===== src/rtl/gb_joypad_pkg.sv =====
// Shared constants and types for the Game Boy joypad (P1/FF00) block.
package gb_joypad_pkg;

  localparam int JOY_RIGHT  = 0;
  localparam int JOY_LEFT   = 1;
  localparam int JOY_DOWN   = 2;
  localparam int JOY_UP     = 3;
  localparam int JOY_A      = 4;
  localparam int JOY_B      = 5;
  localparam int JOY_SELECT = 6;
  localparam int JOY_START  = 7;

  // p1_sel = {P15, P14}; a 0 selects the corresponding key group
  localparam logic [1:0] P1_SEL_BOTH = 2'b00;
  localparam logic [1:0] P1_SEL_BTN  = 2'b01;
  localparam logic [1:0] P1_SEL_DIR  = 2'b10;
  localparam logic [1:0] P1_SEL_NONE = 2'b11;

  typedef logic [3:0] nibble_t;

endpackage


===== src/rtl/gb_joypad_if.sv =====
// CPU-side P1 register access and interrupt request.
interface gb_joypad_if;
  logic       cpu_sel;
  logic       cpu_wr;
  logic [7:0] cpu_din;
  logic [7:0] cpu_dout;
  logic       irq;

  modport master (output cpu_sel, cpu_wr, cpu_din, input cpu_dout, irq);
  modport slave  (input cpu_sel, cpu_wr, cpu_din, output cpu_dout, irq);
endinterface


===== src/rtl/gb_joypad_debounce_bit.sv =====
// One key: 2-flop synchronizer, saturating hold counter and accepted level.
module debounce_bit #(
  parameter int DEBOUNCE_CYCLES = 16
) (
  input  logic clk,
  input  logic reset_n,
  input  logic raw,
  output logic stable
);

  localparam int CW = $clog2(DEBOUNCE_CYCLES + 1);
  localparam logic [CW-1:0] LAST = CW'(DEBOUNCE_CYCLES - 1);

  logic          sync1;
  logic          sync2;
  logic [CW-1:0] cnt;

  // NOTE: sequential state uses non-blocking assignments so every flop samples pre-edge values.
  always_ff @(posedge clk or negedge reset_n) begin
    if (!reset_n) begin
      sync1  <= 1'b0;
      sync2  <= 1'b0;
      cnt    <= '0;
      stable <= 1'b0;
    end else begin
      sync1 <= raw;
      sync2 <= sync1;
      if (sync2 == stable) begin
        cnt <= '0;
      end else if (cnt == LAST) begin
        // this edge is the DEBOUNCE_CYCLES-th consecutive differing sample
        stable <= sync2;
        cnt    <= '0;
      end else if (cnt != '1) begin
        cnt <= cnt + 1'b1;
      end
    end
  end

endmodule


===== src/rtl/gb_joypad.sv =====
// Game Boy P1/FF00 joypad register: debounced keys, select lines, falling-edge irq.
module gb_joypad
  import gb_joypad_pkg::*;
#(
  parameter int DEBOUNCE_CYCLES = 16,
  parameter bit BLOCK_OPPOSING  = 1'b1
) (
  input  logic        clk,
  input  logic        reset_n,
  input  logic [7:0]  joystick,
  gb_joypad_if.slave  bus
);

  logic [7:0] state;
  logic [7:0] masked;
  logic [1:0] p1_sel;
  nibble_t    nibble;
  nibble_t    dir_keys;
  nibble_t    btn_keys;
  nibble_t    line_now;
  nibble_t    line_prev;
  logic       irq_q;
  logic       unused_din;

  for (genvar i = 0; i < 8; i++) begin : g_db
    debounce_bit #(.DEBOUNCE_CYCLES(DEBOUNCE_CYCLES)) u_db (
      .clk     (clk),
      .reset_n (reset_n),
      .raw     (joystick[i]),
      .stable  (state[i])
    );
  end

  // NOTE: every always_comb output gets a default first so no latch is inferred.
  always_comb begin
    masked = state;
    if (BLOCK_OPPOSING) begin
      if (state[JOY_LEFT] && state[JOY_RIGHT]) begin
        masked[JOY_LEFT]  = 1'b0;
        masked[JOY_RIGHT] = 1'b0;
      end
      if (state[JOY_UP] && state[JOY_DOWN]) begin
        masked[JOY_UP]   = 1'b0;
        masked[JOY_DOWN] = 1'b0;
      end
    end
  end

  assign dir_keys = {masked[JOY_DOWN], masked[JOY_UP], masked[JOY_LEFT], masked[JOY_RIGHT]};
  assign btn_keys = {masked[JOY_START], masked[JOY_SELECT], masked[JOY_B], masked[JOY_A]};

  always_comb begin
    nibble = '0;
    case (p1_sel)
      P1_SEL_DIR:  nibble = dir_keys;
      P1_SEL_BTN:  nibble = btn_keys;
      P1_SEL_BOTH: nibble = dir_keys | btn_keys;
      P1_SEL_NONE: nibble = '0;
      default:     nibble = '0;
    endcase
  end

  always_ff @(posedge clk or negedge reset_n) begin
    if (!reset_n) begin
      p1_sel <= P1_SEL_NONE;
    end else if (bus.cpu_sel && bus.cpu_wr) begin
      p1_sel <= bus.cpu_din[5:4];
    end
  end

  assign unused_din = ^{bus.cpu_din[7:6], bus.cpu_din[3:0]};

  assign line_now     = ~nibble;
  assign bus.cpu_dout = {2'b11, p1_sel, line_now};
  assign bus.irq      = irq_q;

  // irq fires on any 1->0 of the visible low nibble, whatever caused it
  always_ff @(posedge clk or negedge reset_n) begin
    if (!reset_n) begin
      line_prev <= 4'hF;
      irq_q     <= 1'b0;
    end else begin
      line_prev <= line_now;
      irq_q     <= |(line_prev & ~line_now);
    end
  end

endmodule

===== src/flat_wrapper.sv =====
// flat-port wrapper written by rule: the top's interface ports become plain ports
module gb_joypad_flat import gb_joypad_pkg::*;
#(
  parameter int DEBOUNCE_CYCLES = 16,
  parameter bit BLOCK_OPPOSING  = 1'b1
)
  (clk, reset_n, joystick, bus_cpu_sel, bus_cpu_wr, bus_cpu_din, bus_cpu_dout, bus_irq);
  gb_joypad_if bus_i ();
  input  logic clk;
  input  logic reset_n;
  input  logic [7:0] joystick;
  input wire logic [$bits(bus_i.cpu_sel)-1:0] bus_cpu_sel;
  input wire logic [$bits(bus_i.cpu_wr)-1:0] bus_cpu_wr;
  input wire logic [$bits(bus_i.cpu_din)-1:0] bus_cpu_din;
  output wire logic [$bits(bus_i.cpu_dout)-1:0] bus_cpu_dout;
  output wire logic [$bits(bus_i.irq)-1:0] bus_irq;
  assign bus_i.cpu_sel = bus_cpu_sel;
  assign bus_i.cpu_wr = bus_cpu_wr;
  assign bus_i.cpu_din = bus_cpu_din;
  assign bus_cpu_dout = bus_i.cpu_dout;
  assign bus_irq = bus_i.irq;
  gb_joypad #(.DEBOUNCE_CYCLES(DEBOUNCE_CYCLES), .BLOCK_OPPOSING(BLOCK_OPPOSING)) u_core (.clk(clk), .reset_n(reset_n), .joystick(joystick), .bus(bus_i));
endmodule

===== config.mk =====
export PLATFORM = sky130hd
export DESIGN_NAME = gb_joypad_flat
export DESIGN_NICKNAME = d
export VERILOG_FILES = /design/src/rtl/gb_joypad_pkg.sv /design/src/rtl/gb_joypad_if.sv /design/src/rtl/gb_joypad_debounce_bit.sv /design/src/rtl/gb_joypad.sv /design/src/flat_wrapper.sv
export SDC_FILE = /design/constraint.sdc
export NUM_CORES = 1
export LEC_CHECK = 0
export CAP_MARGIN = 40
export CORE_MARGIN = 8
export CORE_UTILIZATION = 40
export DETAILED_ROUTE_END_ITERATION = 10
export SLEW_MARGIN = 20
export SYNTH_ARGS = -nofsm -noshare
export SYNTH_HDL_FRONTEND = slang
export SYNTH_HIERARCHICAL = 1
export SYNTH_SLANG_ARGS = --single-unit

===== constraint.sdc =====
create_clock -name clk -period 1.9 [get_ports clk]
set_input_delay 0.285 -clock clk [delete_from_list [all_inputs] [get_ports clk]]
set_output_delay 0.285 -clock clk [all_outputs]
set_load 0.05 [all_outputs]

==> results of run 1 <==
metal layers:
metal	part of all wire (%)	vias up	routed length (um)	global-route usage (%)
met2	44	35	2120	15.3
met1	49	916	2340	13.4
met5	0	-	0	0
met4	2.1	0	102	6.09
li1	-	929	-	-
met3	4.4	13	209	3.34
kinds of logic after synthesis:
| kind of cell | count (synthesis) |
|---|---|
| xor gates and xnor gates | 16 |
| adders and majority gates | 8 |
| other | 1 |
| buffers and inverters | 3 |
| DFF | 71 |
| and+or+nand+nor | 67 |
| AOI/OAI and AO/OA | 54 |
| muxes | 18 |
worst min-delay path by stage:
stage | end | slack (ps) | cells past startpoint
floorplan | u_core/bus.irq$_DFF_PN0_ | -10 | 0
global placement | u_core/g_db[1].u_db/sync2$_DFF_PN0_ | 330 | 0
detailed placement | u_core/g_db[6].u_db/cnt[1]$_DFFE_PN0P_ | 340 | 2
CTS | u_core/g_db[6].u_db/sync2$_DFF_PN0_ | 350 | 0
global route | u_core/g_db[1].u_db/sync2$_DFF_PN0_ | 360 | 0
finish | u_core/g_db[6].u_db/sync2$_DFF_PN0_ | 350 | 0
placed cells by master, fill, tap and decap left out, drive strengths merged, types with 9 or more instances in the layout:
master and instances:
nor2 26, xnor2 16, nand3 9, mux2 10, clkdlybuf4s50 13, a21oi 27
clkbuf 10, dfrtp 65
layout make-up:
| type | instances | area, um2 | share of cell area [%] |
|---|---|---|---|
| timing repair buffer | 22 | 260 | 7.20 |
| clock inverter | 6 | 108 | 2.98 |
| sequential | 71 | 1780 | 49.3 |
| tap | 99 | 124 | 3.43 |
| clock buffer | 10 | 138 | 3.81 |
| inverter | 1 | 3.75 | 0.104 |
| multi-input combinational | 165 | 1200 | 33.1 |
power by group:
group / leakage [uW] / internal, uW / switching (uW)
clock network: 0.000122 / 903 / 540
registers: 0.000914 / 1580 / 69.7
logic: 0.000578 / 117 / 139
total: 0.00161 / 2600 / 749
repair_timing:
| item | in CTS | in global routing |
|---|---|---|
| gates resized for setup | 0 | 4 |
| setup endpoints to repair | 0 | 4 |
| endpoints found under the hold margin | 65 | 0 |
| hold buffers | 1 | 0 |
sequential cells by signal, indices dropped and copies added, names as in the netlist:
register                 flops
u_core/g_db.u_db/stable      8
u_core/bus.irq               1
u_core/g_db.u_db/sync1       8
u_core/g_db.u_db/cnt        40
u_core/g_db.u_db/sync2       8
u_core/p1_sel                2
u_core/line_prev             4
synthesized netlist by cell type (2+ instances only):
library cell and n:
dfrtp_1 65, a21oi_1 27, nor2_1 26, xnor2_1 16, nand3_1 9, a211oi_2 8, ha_1 8, mux2_1 8
mux2i_1 8, nand4_1 8, nand4b_1 8, nor2b_1 8, a21bo_2 7, o21ai_1 7, dfstp_2 6, a22oi_1 4
nand2_1 3, buf_4 2, mux2_2 2, nor3b_1 2
per-stage QoR:
stage	TNS (ps)	total power (uW)
final	0	3350
after global routing	0	3510
after CTS	0	3400
after detailed placement	0	1930
after global placement	0	1930
after floorplan	-245	1830
==> flow_metrics.py, run 1 <==
metrics = {
    "timing": {
        "fmax_ghz": 0.567,
        "fin_crit_sh_pct": 92.8,
        "slew_violations": 0,
        "rsz0062_at_grt": "no",
        "timing.hold.ws_ps": 351,
        "fin_crit_ps": 1760,
        "setup_slack_ps": 136,
        "setup_violations": 0,
        "final_hold_viol_count": 0,
        "finClkSkew_ps": 10.1,
    },
    "critical_path": {
        "r2r_cells": 4,
        "cp_num_cells": 3,
        "r2r_end": "u_core/g_db[2].u_db/stable$_DFFE_PN0P_",
        "critPathTopFamily": "flip-flops",
        "crit_type": "reg2out",
        "crit_fanout": 4,
        "max_stage_delay_ps": 560,
        "crit_required_ps": 1620,
        "reg2reg_slack_ps": 470,
        "critPathCapture": "bus_cpu_dout[3]",
        "worstReg2RegStart": "u_core/g_db[2].u_db/cnt[0]$_DFFE_PN0P_",
        "critPathBufInv": 2,
        "crit_path_cell_trace": "inv_1 -> a22oi_2 -> buf_12",
        "slowest_stage": "dfstp_2",
        "cp-startpoint": "u_core/p1_sel[1]$_DFFE_PN1P_",
        "critPathLaunchType": "flip-flop",
        "cp.arrival_ps": 1480,
        "crit_path_end_kind": "primary output",
    },
    "logic_synthesis": {
        "synth_area_um2": 2980,
        "yosysTopAreaCellShare_pct": 54.6,
        "syn_inst": 238,
        "syn_avg_cell_area_um2": 12.5,
        "yosys_warnings": 6,
        "async_flop_share_pct": 100,
        "yosys_most_used_dff": "dfrtp_1",
        "synthXorXnorAreaFrac_pct": 4.70,
        "synth.area.top_cells": "dfrtp_1 (55%), dfstp_2 (5.3%), xnor2_1 (4.7%), a21oi_1 (4.5%), a211oi_2 (3.4%)",
        "synth.distinct_cells": 26,
        "yosysSeqAreaShare_pct": 59.9,
        "synthMuxAreaShare_pct": 6.47,
        "synth-compound-area-share_pct": 12.6,
        "synth-adder-area-share_pct": 3.36,
        "synth_seq_cells": 71,
        "synth_simple_gate_area_share_pct": 12.2,
        "synth_top_family_by_area": "compound AO/OA/AOI/OAI gates",
        "yosysTopAreaCell": "dfrtp_1",
        "synth-edff-count": 0,
    },
    "power_and_ir_drop": {
        "power_density_nw_per_um2": 926,
        "leakage_uw": 0.00161,
        "ir_worst_vdd_mv": 0.403,
    },
    "placement": {
        "port_buffers": 20,
        "dp_hpwl_um": 3240,
        "dp.cells": 357,
        "place_ws_ps": 388,
        "place_area_um2": 3340,
        "gp_congestion": 0.739,
    },
    "routing": {
        "num_vias": 1893,
        "detail-route-antenna-nets": 0,
        "wl_per_cell_um": 12.8,
        "drtIter0Drc": 50,
        "drc_errors": 0,
        "wirelength_um": 4770,
        "viasPerCell": 5.06,
        "dr.pass1.iters": 6,
    },
    "global_route": {
        "grt_util_all_layers_pct": 10.5,
        "grt_max_degree": 72,
        "antenna_found_initial": 0,
        "grt-ovfl-total": 0,
        "grt_pass1_vias": 1964,
        "grt_pass1_wl_um": 8580,
    },
    "min_path": {
        "hold_path.startpoint": "u_core/g_db[6].u_db/sync1$_DFF_PN0_",
        "hp-class": "reg2reg",
    },
    "layout": {
        "final_area_um2": 3620,
        "area_delta_synth_final_pct": 21.3,
        "drive_gt1_share_pct": 18.5,
        "fillCellCount": 642,
        "antenna_cells": 0,
        "final_nets": 298,
        "final_util_pct": 49.9,
        "final_cell_count_no_fill": 374,
    },
    "floorplan": {
        "start_util_pct": 41.1,
        "die_area_um2": 10500,
        "fp.dieH_um": 102,
        "row_count": 31,
        "ioPinCount": 29,
        "fp.dieW_um": 102,
        "core-area_um2": 7250,
    },
    "clock_tree": {
        "path_clk_slew_ps": 70,
        "clock-root-buffer": "clkbuf_8",
        "numClockSinks": 71,
        "cts_made_buffers": 9,
        "tritoncts": "yes",
        "post_cts.repair.setup_buffers": 0,
        "cts_buffer_depth": 2,
        "clock_latency_ps": 340,
        "htreeDepth": 3,
    },
    "job": {
        "drv_cap": 0,
    },
    "outcome": {
        "outcome": "finished, final reports clean",
    },
}
(Power assumes the default switching activity.)
==> inputs of run 2 (changes only) <==
--- a/config.mk
+++ b/config.mk
@@ -9,6 +9,9 @@
 export CORE_MARGIN = 8
 export CORE_UTILIZATION = 40
 export DETAILED_ROUTE_END_ITERATION = 10
+export DONT_BUFFER_PORTS = 1
+export PLACE_DENSITY_LB_ADDON = 0.15
+export SKIP_CTS_REPAIR_TIMING = 1
 export SLEW_MARGIN = 20
 export SYNTH_ARGS = -nofsm -noshare
 export SYNTH_HDL_FRONTEND = slang
==> run 2 against run 1 <==
Net effect: the flow now finishes with violations (negative hold slack); worst setup slack gained 68 ps; die area unchanged; via count down 2.7%; first-iteration DRC count decreased by 60%; utilization is 2.8 points lower; critical path depth unchanged; design area down 5.7%; largest cell class unchanged; largest power group unchanged; highest routed layer unchanged.
==> flow_metrics.py, run 2 (synthesized netlist as in run 1, its figures left out) <==
metrics = {
    "layout": {
        "antenna_cells": 0,
        "largest_reg_flops": 40,
        "final_nets": 290,
        "layout_commonest_cell": "dfrtp_1",
        "area_delta_synth_final_pct": 14.4,
        "fillCellCount": 696,
        "drive_gt1_share_pct": 15.7,
        "final_cell_count_no_fill": 366,
        "layout_common_cells": "dfrtp_1 (65), a21oi_1 (27), nor2_1 (26)",
        "top_register": "u_core/g_db.u_db/cnt",
        "final_util_pct": 47.0,
    },
    "critical_path": {
        "critPathLaunchType": "flip-flop",
        "crit_fanout": 7,
        "crit_required_ps": 1620,
        "max_stage_delay_ps": 610,
        "slowest_stage": "dfstp_2",
        "cp-startpoint": "u_core/p1_sel[0]$_DFFE_PN1P_",
        "crit_type": "reg2out",
        "cp.arrival_ps": 1410,
        "worstReg2RegStart": "u_core/g_db[3].u_db/cnt[0]$_DFFE_PN0P_",
        "r2r_cells": 4,
        "crit_path_end_kind": "primary output",
        "crit_path_cell_trace": "nor3b_1 -> a21oi_1 -> buf_4",
    },
    "global_route": {
        "grt_pass1_wl_um": 8560,
        "grt_util_all_layers_pct": 10.8,
        "grt-ovfl-total": 0,
        "antenna_found_initial": 0,
        "grt_max_degree": 72,
        "grt_pass1_vias": 1827,
    },
    "timing": {
        "worst_pin_slew_ps": 517,
        "fin_crit_sh_pct": 89.2,
        "setup_violations": 0,
        "final_hold_viol_count": 71,
        "timing.hold.ws_ps": -366,
        "slew_violations": 0,
        "final.setup.tns_ps": 0,
        "finClkSkew_ps": 8.57,
        "fmax_ghz": 0.590,
        "fin_crit_ps": 1700,
        "slew_headroom_pct": 65.3,
        "rsz0062_at_grt": "no",
    },
    "routing": {
        "detail-route-antenna-nets": 0,
        "viasPerCell": 5.03,
        "drc_errors": 0,
        "wl_per_cell_um": 13.8,
        "dr.pass1.iters": 4,
        "wirelength_um": 5060,
        "drtIter0Drc": 20,
        "num_vias": 1842,
    },
    "placement": {
        "dp_hpwl_um": 3450,
        "dp.cells": 342,
        "gp_congestion": 0.740,
        "port_buffers": 0,
    },
    "floorplan": {
        "start_util_pct": 41.1,
        "ioPinCount": 29,
        "fp.dieW_um": 102,
        "fp.dieH_um": 102,
        "core-area_um2": 7250,
        "row_count": 31,
        "die_area_um2": 10500,
    },
    "clock_tree": {
        "numClockSinks": 71,
        "clock_latency_ps": 340,
        "clock-root-buffer": "clkbuf_8",
        "tritoncts": "yes",
        "htreeDepth": 3,
        "cts_buffer_depth": 2,
        "cts_made_buffers": 9,
        "path_clk_slew_ps": 70,
    },
    "power_and_ir_drop": {
        "sequentialPowerShare_pct": 54.6,
        "switchingPower_uw": 701,
        "leakage_uw": 0.00152,
        "pwr-share-comb_pct": 6.8,
        "p_sw_share_pct": 23.2,
        "p_total_uw": 3020,
        "ir_worst_vdd_mv": 0.464,
        "p_clk_share_pct": 38.5,
        "internal_power_uw": 2320,
        "power_density_nw_per_um2": 887,
    },
    "outcome": {
        "outcome": "finished with violations",
        "violations": "negative hold slack",
    },
    "job": {
        "drv_cap": 0,
    },
    "min_path": {
        "hp-class": "in2async",
    },
}
run 2: cell types whose count changed in the layout (fill, tap and decap cells not counted), moves of 3 or more:
cell             change
clkdlybuf4s50_1     -13
dlygate4sd3_1        +7
buf_12               -5
buf_4                +4
clkbuf_1             +3
run 2: worst paths after layout:
path | endpoint | slack [ps]
max | bus_cpu_dout[2] | 200
min | u_core/g_db[3].u_db/cnt[0]$_DFFE_PN0P_ | -370
max reg2reg | u_core/g_db[3].u_db/stable$_DFFE_PN0P_ | 490
min reg2reg | u_core/g_db[0].u_db/sync2$_DFF_PN0_ | 360
max in group asynchronous | u_core/line_prev[1]$_DFF_PN1_ | 2060
min in group clk | u_core/p1_sel[1]$_DFFE_PN1P_ | 100
run 2: final cells by class:
class / count / area (um2) / share of cell area (%)
Clock buffer: 13 / 149 / 4.37
Clock inverter: 3 / 42.5 / 1.25
Inverter: 1 / 3.75 / 0.110
Multi-Input combinational cell: 165 / 1180 / 34.6
Sequential cell: 71 / 1780 / 52.3
Tap cell: 99 / 124 / 3.63
Timing Repair Buffer: 14 / 125 / 3.67
run 2: routing by layer:
layer	part of all wire, %	global-route usage (%)	vias up
met5	0	0	-
met4	2.4	7.45	0
met3	5.5	3.88	10
met2	47	16.3	21
met1	45	12.5	902
li1	-	-	909
run 2: stage by stage:
stage | worst slack (ps) | cell area (um2) | hold slack, ps
6_report | 204 | 3410 | -366
5_1_grt | 111 | 3410 | -398
4_1_cts | 158 | 3330 | -391
3_5_place_dp | 499 | 3140 | -7.86
3_3_place_gp | 508 | 3140 | -7.86
2_1_floorplan | -89.3 | 2980 | -10.6
run 2: worst max-delay path, delay by kind of cell, from the launching register on:
| kind | cells | cell delay, ps |
|---|---|---|
| flops | 1 | 610 |
| compound gates | 1 | 150 |
| simple gates | 1 | 90 |
| buf+inv | 1 | 230 |
run 2: power by group through the flow:
stage | Sequential, uW | Clock, uW | Combinational, uW
final | 1650 | 1170 | 207
after global placement | 1680 | 0 | 191
after CTS | 1650 | 1220 | 198
after global routing | 1660 | 1280 | 231
after floorplan | 1690 | 0 | 143
after detailed placement | 1680 | 0 | 197
==> inputs of run 3 (changes only) <==
--- a/config.mk
+++ b/config.mk
@@ -5,6 +5,7 @@
 export SDC_FILE = /design/constraint.sdc
 export NUM_CORES = 1
 export LEC_CHECK = 0
+export ABC_CLOCK_PERIOD_IN_PS = 1800
 export CAP_MARGIN = 40
 export CORE_MARGIN = 8
 export CORE_UTILIZATION = 40
==> constraint.sdc (replaced) <==
create_clock -name clk -period 1.8 [get_ports clk]
set_input_delay 0.27 -clock clk [delete_from_list [all_inputs] [get_ports clk]]
set_output_delay 0.27 -clock clk [all_outputs]
set_load 0.05 [all_outputs]
==> run 3 against run 2 <==
Net effect: the flow still finishes with violations (negative hold slack); sequential power grew 5%; die area is the same; highest routed layer unchanged; global-route usage shrank 0.30 points; critical path depth is the same; clock power is essentially flat; non-clock buffer count is the same; power grew 4.0%; hold slack lost 14 ps; register-to-register slack lost 110 ps; critical endpoint is now bus_cpu_dout[1].
==> flow_metrics.py, run 3 (synthesized netlist as in run 1, its figures left out) <==
metrics = {
    "layout": {
        "area_delta_synth_final_pct": 14.0,
        "layout_commonest_cell": "dfrtp_1",
        "drive_gt1_share_pct": 15.8,
        "regArea_um2": 1780,
        "layout_common_cells": "dfrtp_1 (65), a21oi_1 (27), nor2_1 (26)",
        "antenna_cells": 0,
        "top_register": "u_core/g_db.u_db/cnt",
        "largest_reg_flops": 40,
        "multiInputGateArea_um2": 1180,
        "final_nets": 290,
        "fillCellCount": 692,
    },
    "critical_path": {
        "cp.arrival_ps": 1400,
        "reg2reg_slack_ps": 380,
        "max_stage_delay_ps": 610,
        "crit_type": "reg2out",
        "slowest_stage": "dfstp_2",
        "cp_num_cells": 3,
        "crit_required_ps": 1530,
        "r2r_cells": 4,
        "critPathBufInv": 1,
        "critPathTopFamily": "flip-flops",
        "crit_path_cell_trace": "nor2_1 -> a22oi_1 -> buf_4",
        "crit_fanout": 7,
        "crit_path_end_kind": "primary output",
        "worstReg2RegStart": "u_core/g_db[7].u_db/cnt[0]$_DFFE_PN0P_",
        "critPathLaunchType": "flip-flop",
        "r2r_end": "u_core/g_db[7].u_db/stable$_DFFE_PN0P_",
    },
    "timing": {
        "rsz0062_at_grt": "no",
        "fmax_ghz": 0.600,
        "final_hold_viol_count": 71,
        "slew_headroom_pct": 65.1,
        "finClkSkew_ps": 11.8,
        "fin_crit_ps": 1670,
        "fin_crit_sh_pct": 92.7,
        "slew_violations": 0,
        "setup_slack_ps": 132,
        "worst_pin_slew_ps": 520,
        "setup_violations": 0,
        "timing.hold.ws_ps": -380,
    },
    "routing": {
        "routed.top_layer": "met4",
        "drc_errors": 0,
        "wl_per_cell_um": 13.7,
        "dr.pass1.iters": 4,
        "wl_met1_um": 2280,
        "num_vias": 1867,
        "dr_wl_met3_um": 210,
        "wirelength_um": 4980,
        "routed-wl-met2_um": 2410,
        "drtIter0Drc": 28,
        "detail-route-antenna-nets": 0,
        "viasPerCell": 5.12,
    },
    "global_route": {
        "grt_pass1_vias": 1859,
        "grt_pass1_wl_um": 8450,
        "grt-ovfl-total": 0,
        "grt_max_degree": 72,
        "grt_util_all_layers_pct": 10.5,
        "antenna_found_initial": 0,
    },
    "floorplan": {
        "fp.dieW_um": 102,
        "row_count": 31,
        "fp.dieH_um": 102,
        "start_util_pct": 41.1,
        "core-area_um2": 7250,
        "die_area_um2": 10500,
        "ioPinCount": 29,
    },
    "power_and_ir_drop": {
        "p_total_uw": 3140,
        "power_density_nw_per_um2": 925,
        "leakage_uw": 0.00152,
        "ir_worst_vdd_mv": 0.433,
    },
    "clock_tree": {
        "tritoncts": "yes",
        "cts_made_buffers": 9,
        "htreeDepth": 3,
        "numClockSinks": 71,
        "clock_latency_ps": 330,
        "cts_buffer_depth": 2,
        "clock-root-buffer": "clkbuf_8",
        "path_clk_slew_ps": 80,
    },
    "placement": {
        "port_buffers": 0,
        "place_ws_ps": 391,
        "dp_hpwl_um": 3380,
        "gp_congestion": 0.737,
    },
    "outcome": {
        "outcome": "finished with violations",
        "violations": "negative hold slack",
    },
    "min_path": {
        "hp-class": "in2async",
    },
    "job": {
        "drv_cap": 0,
    },
}
==> run 3: how the worst max path moves through the flow <==
| stage | from | slack [ps] | to |
|---|---|---|---|
| after detailed placement | u_core/g_db[7].u_db/cnt[0]$_DFFE_PN0P_ | 390 | u_core/g_db[7].u_db/stable$_DFFE_PN0P_ |
| after global routing | u_core/p1_sel[0]$_DFFE_PN1P_ | 60 | bus_cpu_dout[1] |
| after floorplan | u_core/p1_sel[1]$_DFFE_PN1P_ | -170 | bus_cpu_dout[1] |
| after global placement | u_core/g_db[7].u_db/cnt[0]$_DFFE_PN0P_ | 410 | u_core/g_db[7].u_db/stable$_DFFE_PN0P_ |
| after CTS | u_core/p1_sel[0]$_DFFE_PN1P_ | 80 | bus_cpu_dout[1] |
| final | u_core/p1_sel[0]$_DFFE_PN1P_ | 130 | bus_cpu_dout[1] |
==> run 3: metrics by stage <==
| step | hold slack [ps] | area (um2) | setup TNS (ps) | instances | util [%] |
|---|---|---|---|---|---|
| 2_1_floorplan | -25.6 | 2980 | -862 | 239 | - |
| 3_3_place_gp | -22.7 | 3140 | 0 | 342 | 43.3 |
| 3_5_place_dp | -22.8 | 3140 | 0 | 342 | 43.3 |
| 4_1_cts | -402 | 3320 | 0 | 357 | 45.7 |
| 5_1_grt | -408 | 3400 | 0 | 365 | 46.8 |
| 6_report | -380 | 3400 | 0 | 365 | 46.8 |
==> run 3: final cells by class <==
cell class	instances	share of cell area [%]
Clock buffer	11	3.87
Clock inverter	4	1.40
Inverter	1	0.110
Multi-Input combinational cell	165	34.8
Sequential cell	71	52.5
Tap cell	99	3.65
Timing Repair Buffer	14	3.68
==> run 3: power breakdown <==
| part | leakage [uW] | switching (uW) | total [uW] | internal [uW] |
|---|---|---|---|---|
| combinational | 0.000515 | 113 | 217 | 104 |
| clock | 0.0000892 | 553 | 1180 | 629 |
| sequential | 0.000914 | 74.5 | 1740 | 1670 |
| total | 0.00152 | 741 | 3140 | 2400 |
==> run 3: metal layers <==
layer / up-vias / GRT usage [%]
met5: - / 0
met2: 17 / 16.2
met4: 0 / 6.09
li1: 909 / -
met3: 8 / 3.34
met1: 933 / 12.6
